`config.mk`:
```
export PLATFORM = sky130hd
export DESIGN_NAME = frame_pack_8_to_904
export DESIGN_NICKNAME = d
export VERILOG_FILES = /design/src/rtl/frame_pack_8_to_904_pkg.sv /design/src/rtl/frame_pack_8_to_904_idle_timer.sv /design/src/rtl/frame_pack_8_to_904.sv
export SDC_FILE = /design/constraint.sdc
export NUM_CORES = 2
export LEC_CHECK = 0
export CORE_AREA = 3 3 367 369
export DETAILED_ROUTE_END_ITERATION = 8
export DIE_AREA = 0 0 370 372
export PLACE_DENSITY_LB_ADDON = 0.2
export SYNTH_ARGS = -nofsm -noshare
export SYNTH_HDL_FRONTEND = slang
export SYNTH_SLANG_ARGS = --single-unit
export TNS_END_PERCENT = 5
```
`constraint.sdc`:
```
create_clock -name clk -period 4.1 [get_ports clk]
set_input_delay 0.82 -clock clk [delete_from_list [all_inputs] [get_ports clk]]
set_output_delay 0.82 -clock clk [all_outputs]
set_load 0.05 [all_outputs]
```
`src/rtl/frame_pack_8_to_904_pkg.sv`:
```
// Shared constants for the 8-bit to 904-bit frame packer.
package frame_pack_8_to_904_pkg;

  localparam int unsigned FRAME_BYTES = 113;
  localparam int unsigned FRAME_W     = FRAME_BYTES * 8;
  localparam int unsigned IDX_W       = 7;

  localparam logic [7:0] SYNC0_DEF = 8'hEB;
  localparam logic [7:0] SYNC1_DEF = 8'h90;

  // Index of the checksum byte, the last byte of a frame.
  localparam logic [IDX_W-1:0] LAST_IDX = IDX_W'(FRAME_BYTES - 1);

  typedef logic [1:0] state_t;

  localparam state_t StHunt    = 2'd0;
  localparam state_t StSync    = 2'd1;
  localparam state_t StCollect = 2'd2;
  localparam state_t StEmit    = 2'd3;

endpackage

```
`src/rtl/frame_pack_8_to_904_idle_timer.sv`:
```
// Inter-byte idle timer: counts consecutive enabled cycles without a clear.
module idle_timer #(
  parameter logic [15:0] TIMEOUT_CYC = 16'd1024
) (
  input  logic clk,
  input  logic rst_n,
  input  logic clear,
  input  logic enable,
  output logic expired
);

  logic [15:0] cnt_q, cnt_d;

  // Fires on the TIMEOUT_CYC-th idle cycle; cnt_q holds idle cycles already elapsed.
  assign expired = enable && !clear && (cnt_q == TIMEOUT_CYC - 16'd1);

  // Next count: held at zero whenever disabled, cleared, or just expired.
  always_comb begin
    cnt_d = cnt_q + 16'd1;
    if (!enable || clear || expired) begin
      cnt_d = '0;
    end
  end

  // Counter state.
  always_ff @(posedge clk or negedge rst_n) begin
    if (!rst_n) begin
      cnt_q <= '0;
    end else begin
      cnt_q <= cnt_d;
    end
  end

endmodule

```
`src/rtl/frame_pack_8_to_904.sv`:
```
// Byte-stream frame packer: hunts for a two-byte sync, collects a 113-byte
// frame, verifies the trailing XOR checksum and pulses load for one cycle.
module frame_pack_8_to_904
  import frame_pack_8_to_904_pkg::*;
#(
  parameter logic [7:0]  SYNC0       = SYNC0_DEF,
  parameter logic [7:0]  SYNC1       = SYNC1_DEF,
  parameter logic [15:0] TIMEOUT_CYC = 16'd1024
) (
  input  logic               clk,
  input  logic               rst_n,
  input  logic [7:0]         s_data,
  input  logic               s_valid,
  output logic               s_ready,
  output logic [FRAME_W-1:0] frame,
  output logic               load,
  output logic               chk_err,
  output logic               tmo_err,
  output logic [15:0]        good_cnt
);

  state_t             state_q, state_d;
  logic [IDX_W-1:0]   idx_q, idx_d;
  logic [7:0]         xor_q, xor_d;
  logic [FRAME_W-1:0] frame_q, frame_d;
  logic               load_q, load_d;
  logic               chk_err_q, chk_err_d;
  logic               tmo_err_q, tmo_err_d;
  logic [15:0]        good_cnt_q, good_cnt_d;

  logic       xfer;
  logic       timer_en;
  logic       timer_expired;
  logic [9:0] bit_ofs;

  assign s_ready  = (state_q != StEmit);
  assign xfer     = s_valid && s_ready;
  assign timer_en = (state_q == StSync) || (state_q == StCollect);
  assign bit_ofs  = {idx_q, 3'b000};

  idle_timer #(
    .TIMEOUT_CYC (TIMEOUT_CYC)
  ) u_idle_timer (
    .clk     (clk),
    .rst_n   (rst_n),
    .clear   (xfer),
    .enable  (timer_en),
    .expired (timer_expired)
  );

  // Next-state logic for the framing FSM, frame store, checksum and status pulses.
  always_comb begin
    state_d    = state_q;
    idx_d      = idx_q;
    xor_d      = xor_q;
    frame_d    = frame_q;
    load_d     = 1'b0;
    chk_err_d  = 1'b0;
    tmo_err_d  = 1'b0;
    good_cnt_d = good_cnt_q;

    if (timer_expired) begin
      // Only possible without a transfer, so it never collides with load/chk_err.
      state_d   = StHunt;
      idx_d     = '0;
      xor_d     = '0;
      tmo_err_d = 1'b1;
    end else begin
      unique case (state_q)
        StHunt: begin
          if (xfer && (s_data == SYNC0)) begin
            frame_d[7:0] = s_data;
            xor_d        = s_data;
            state_d      = StSync;
          end
        end
        StSync: begin
          if (xfer) begin
            if (s_data == SYNC1) begin
              frame_d[15:8] = s_data;
              xor_d         = xor_q ^ s_data;
              idx_d         = IDX_W'(2);
              state_d       = StCollect;
            end else if (s_data == SYNC0) begin
              // A repeated SYNC0 restarts the frame on the newer byte.
              frame_d[7:0] = s_data;
              xor_d        = s_data;
            end else begin
              xor_d   = '0;
              state_d = StHunt;
            end
          end
        end
        StCollect: begin
          if (xfer) begin
            if (idx_q == LAST_IDX) begin
              idx_d = '0;
              xor_d = '0;
              if (s_data == xor_q) begin
                frame_d[bit_ofs +: 8] = s_data;
                load_d                = 1'b1;
                good_cnt_d            = good_cnt_q + 16'd1;
                state_d               = StEmit;
              end else begin
                chk_err_d = 1'b1;
                state_d   = StHunt;
              end
            end else begin
              frame_d[bit_ofs +: 8] = s_data;
              xor_d                 = xor_q ^ s_data;
              idx_d                 = idx_q + IDX_W'(1);
            end
          end
        end
        StEmit: begin
          // s_ready is low here, so frame holds steady for the load cycle.
          state_d = StHunt;
        end
        default: begin
          state_d = StHunt;
        end
      endcase
    end
  end

  // State registers with asynchronous active-low reset.
  always_ff @(posedge clk or negedge rst_n) begin
    if (!rst_n) begin
      state_q    <= StHunt;
      idx_q      <= '0;
      xor_q      <= '0;
      frame_q    <= '0;
      load_q     <= 1'b0;
      chk_err_q  <= 1'b0;
      tmo_err_q  <= 1'b0;
      good_cnt_q <= '0;
    end else begin
      state_q    <= state_d;
      idx_q      <= idx_d;
      xor_q      <= xor_d;
      frame_q    <= frame_d;
      load_q     <= load_d;
      chk_err_q  <= chk_err_d;
      tmo_err_q  <= tmo_err_d;
      good_cnt_q <= good_cnt_d;
    end
  end

  assign frame    = frame_q;
  assign load     = load_q;
  assign chk_err  = chk_err_q;
  assign tmo_err  = tmo_err_q;
  assign good_cnt = good_cnt_q;

endmodule

```
==> impl_metrics.toml <==
[status]
outcome = "completed"

[finish]
n_fill_cell = 12400
multi_input_comb_area_um2 = 16400
drive_gt1_share_pct = 25.9
area_growth_syn_to_layout_pct = 38.6
final_area_um2 = 57500
regArea_um2 = 23900
nNetsFinal = 4305

[logic_synthesis]
yosys_warnings = 0
synth_top_area_share_pct = 57.7
ys.flop_type = "dfrtp_1"
synth_common_cells = "dfrtp_1, mux2_2, o31ai_1"
syn_area_per_cell_um2 = 12.4
ys_seq_area_share_pct = 57.7
synth_edf_count = 0
syn_nets = 3372
synth_area_leaders = "dfrtp_1, mux2_2, o31ai_1"
synthArstFlopShare_pct = 100
ys_seq_elements = 956
syn_inst = 3349
synth.most_common_cell = "dfrtp_1"
syn-cell-area_um2 = 41500
ys_types = 81
synth_largest_area_cell = "dfrtp_1"

[clocking]
cts_buffer_depth = 3
cts-resized-gates = 0
path_clk_slew_ps = 60
clk_latency_ps = 740
hold_buffers = 0
root_buffer = "clkbuf_16"
cts_buffers = 109
tritoncts = "done"
h-tree-depth = 3
post_cts_buffers = 0
clock-sinks = 956

[floorplanning]
coreArea_um2 = 131000
core.rowCount = 133
die_area_um2 = 138000
initial_utilization_pct = 31.5
die_h_um = 372
io_pins = 935
die_x_um = 370

[setup_path]
startpoint_type = "flip-flop"
critPathSlowestCell = "o21ai_1"
path_class = "reg2reg"
worstPathRequired_ps = 4730
cp_top_family = "compound AO/OA/AOI/OAI gates"
cp-end-kind = "flip-flop"
path_buf_inv = 3
worstPathCellList = "inv_1 > ha_1 > buf_4 > nor2b_1 > a2111oi_2 > buf_4 > o21ai_1 > or3_1 > mux2_2"
cpMostUsedCell = "buf_4"
critical_path.max_fanout = 12
cp.arrival_ps = 4390
critPathMaxStageDelay_ps = 950

[placement]
io_buffers = 934
dp_hpwl_um = 135000
place_area_um2 = 53700
gp_congestion = 0.864

[min_path]
hp-class = "in2async"

[global_routing]
grt_max_degree = 109
grt_overflow = 0
grt_pass1_vias = 32800
antenna_found_initial = 11
grt_pass1_wl_um = 259000
grt_util_all_layers_pct = 26.1

[sta]
period_share_pct = 91.7
fmax_mhz = 266
hold_viol = 0
setup_viol = 0
timing.slew.headroom_pct = 16.0
rsz0062_at_grt = "no"
finalSetupTns_ps = 0
finalMaxSlewViolations = 0
tightestPinTransition_ps = 1250
period_minus_slack_ps = 3760
fin_skew_ps = 38.5

[drt]
vias_per_cell = 5.32
drc_errors = 0
final_antenna_net_count = 0
drtPass1Iterations = 5
wirelength_um = 185000
drt_first_iter_violations = 2824
wl_per_cell_um = 30.2
via_count = 32700

[run]
maxCapViolations = 0

[pwr]
cellPowerDensity_nw_per_um2 = 443
p_leak_nw = 25.2
ir_drop_uv = 424
==> cell usage in the layout, fill, tap and decap left out, types with 23 or more instances in the layout <==
cell type        count
mux2_2             638
clkinv_2            23
inv_1               23
o21ai_0            226
buf_4              179
nor3_1             231
dfrtp_1            956
clkdlybuf4s50_1    925
and3_1              50
o31ai_1            291
clkbuf_8            25
nand2_1            119
clkbuf_16          109
and2_1              28
nor2_1              90
or3_1               28
==> sequential cells by signal, summed over array words and instances (netlist names) <==
name                flops
chk_err                 1
frame                 904
good_cnt               16
idx_q                   7
load                    1
state_q                 2
tmo_err                 1
u_idle_timer.cnt_q     16
xor_q                   8
==> logic make-up after synthesis <==
| kind of cell | count (synthesis) | share of synthesized area (%) |
|---|---|---|
| muxes | 654 | 17.7 |
| AOI/OAI and AO/OA | 616 | 9.84 |
| DFF | 956 | 57.7 |
| xor gates and xnor gates | 41 | 0.866 |
| and+or+nand+nor | 735 | 10.3 |
| adders and majority gates | 12 | 0.362 |
| buffers and inverters | 335 | 3.22 |
==> worst paths after layout <==
check / start / end / slack [ps] / depth (start not counted)
worst max-delay path: idx_q[1] / frame[828] / 340 / 9
worst min-delay path: rst_n / frame[205] / 140 / 1
worst min register to register: frame[500] / frame[500] / 480 / 2
min in group clk: frame[500] / frame[500] / 480 / 2
max in group asynchronous: rst_n / frame[63] / 2710 / 2
worst max register to register: idx_q[1] / frame[828] / 340 / 9
==> report_power, final <==
group	internal, mW	switching [mW]	total, mW
combinational	1.16	4.32	5.48
sequential	9.54	0.108	9.65
clock	6.08	4.26	10.3
total	16.8	8.69	25.5
==> per-stage QoR <==
stage	power, mW	setup slack [ps]	utilization, %	hold WS [ps]	cells
final	25.5	340	43.7	143	6136
after global routing	26.4	239	43.7	152	6132
after CTS	25.7	427	43.7	149	6130
after detailed placement	15.3	342	40.8	468	5926
after global placement	15.3	379	40.8	458	5926
after floorplan	12.8	873	-	448	3349
==> routing by layer <==
layer  wire [um]  vias to the layer above  global-route usage (%)
li1            -                    14000                       -
met5           0                        -                       0
met2       90400                     1257                    43.9
met1       73000                    17100                    32.0
met3       13900                      291                    6.94
met4        8010                        0                    10.2
==> area by class of cell <==
type,count,area share [%]
clock buffers,154,5.47
flip-flops and latches,956,41.6
clock inverters,50,1.15
inverters,24,0.157
repair buffers,1133,19.2
well taps,1755,3.82
diodes,6,0.0261
multi-input cells,2058,28.5
==> worst reg2reg max path: cells and delay by family, from the launching register on <==
family                   cells  cell delay (ps)
flip-flops                   1              450
buffers and inverters        3              560
multiplexers                 1              420
AO/OA/AOI/OAI                2             1010
AND/OR/NAND/NOR              2              860
adder cells (fa/ha/maj)      1              350
Note: power is estimated with default switching activity, not from simulation.
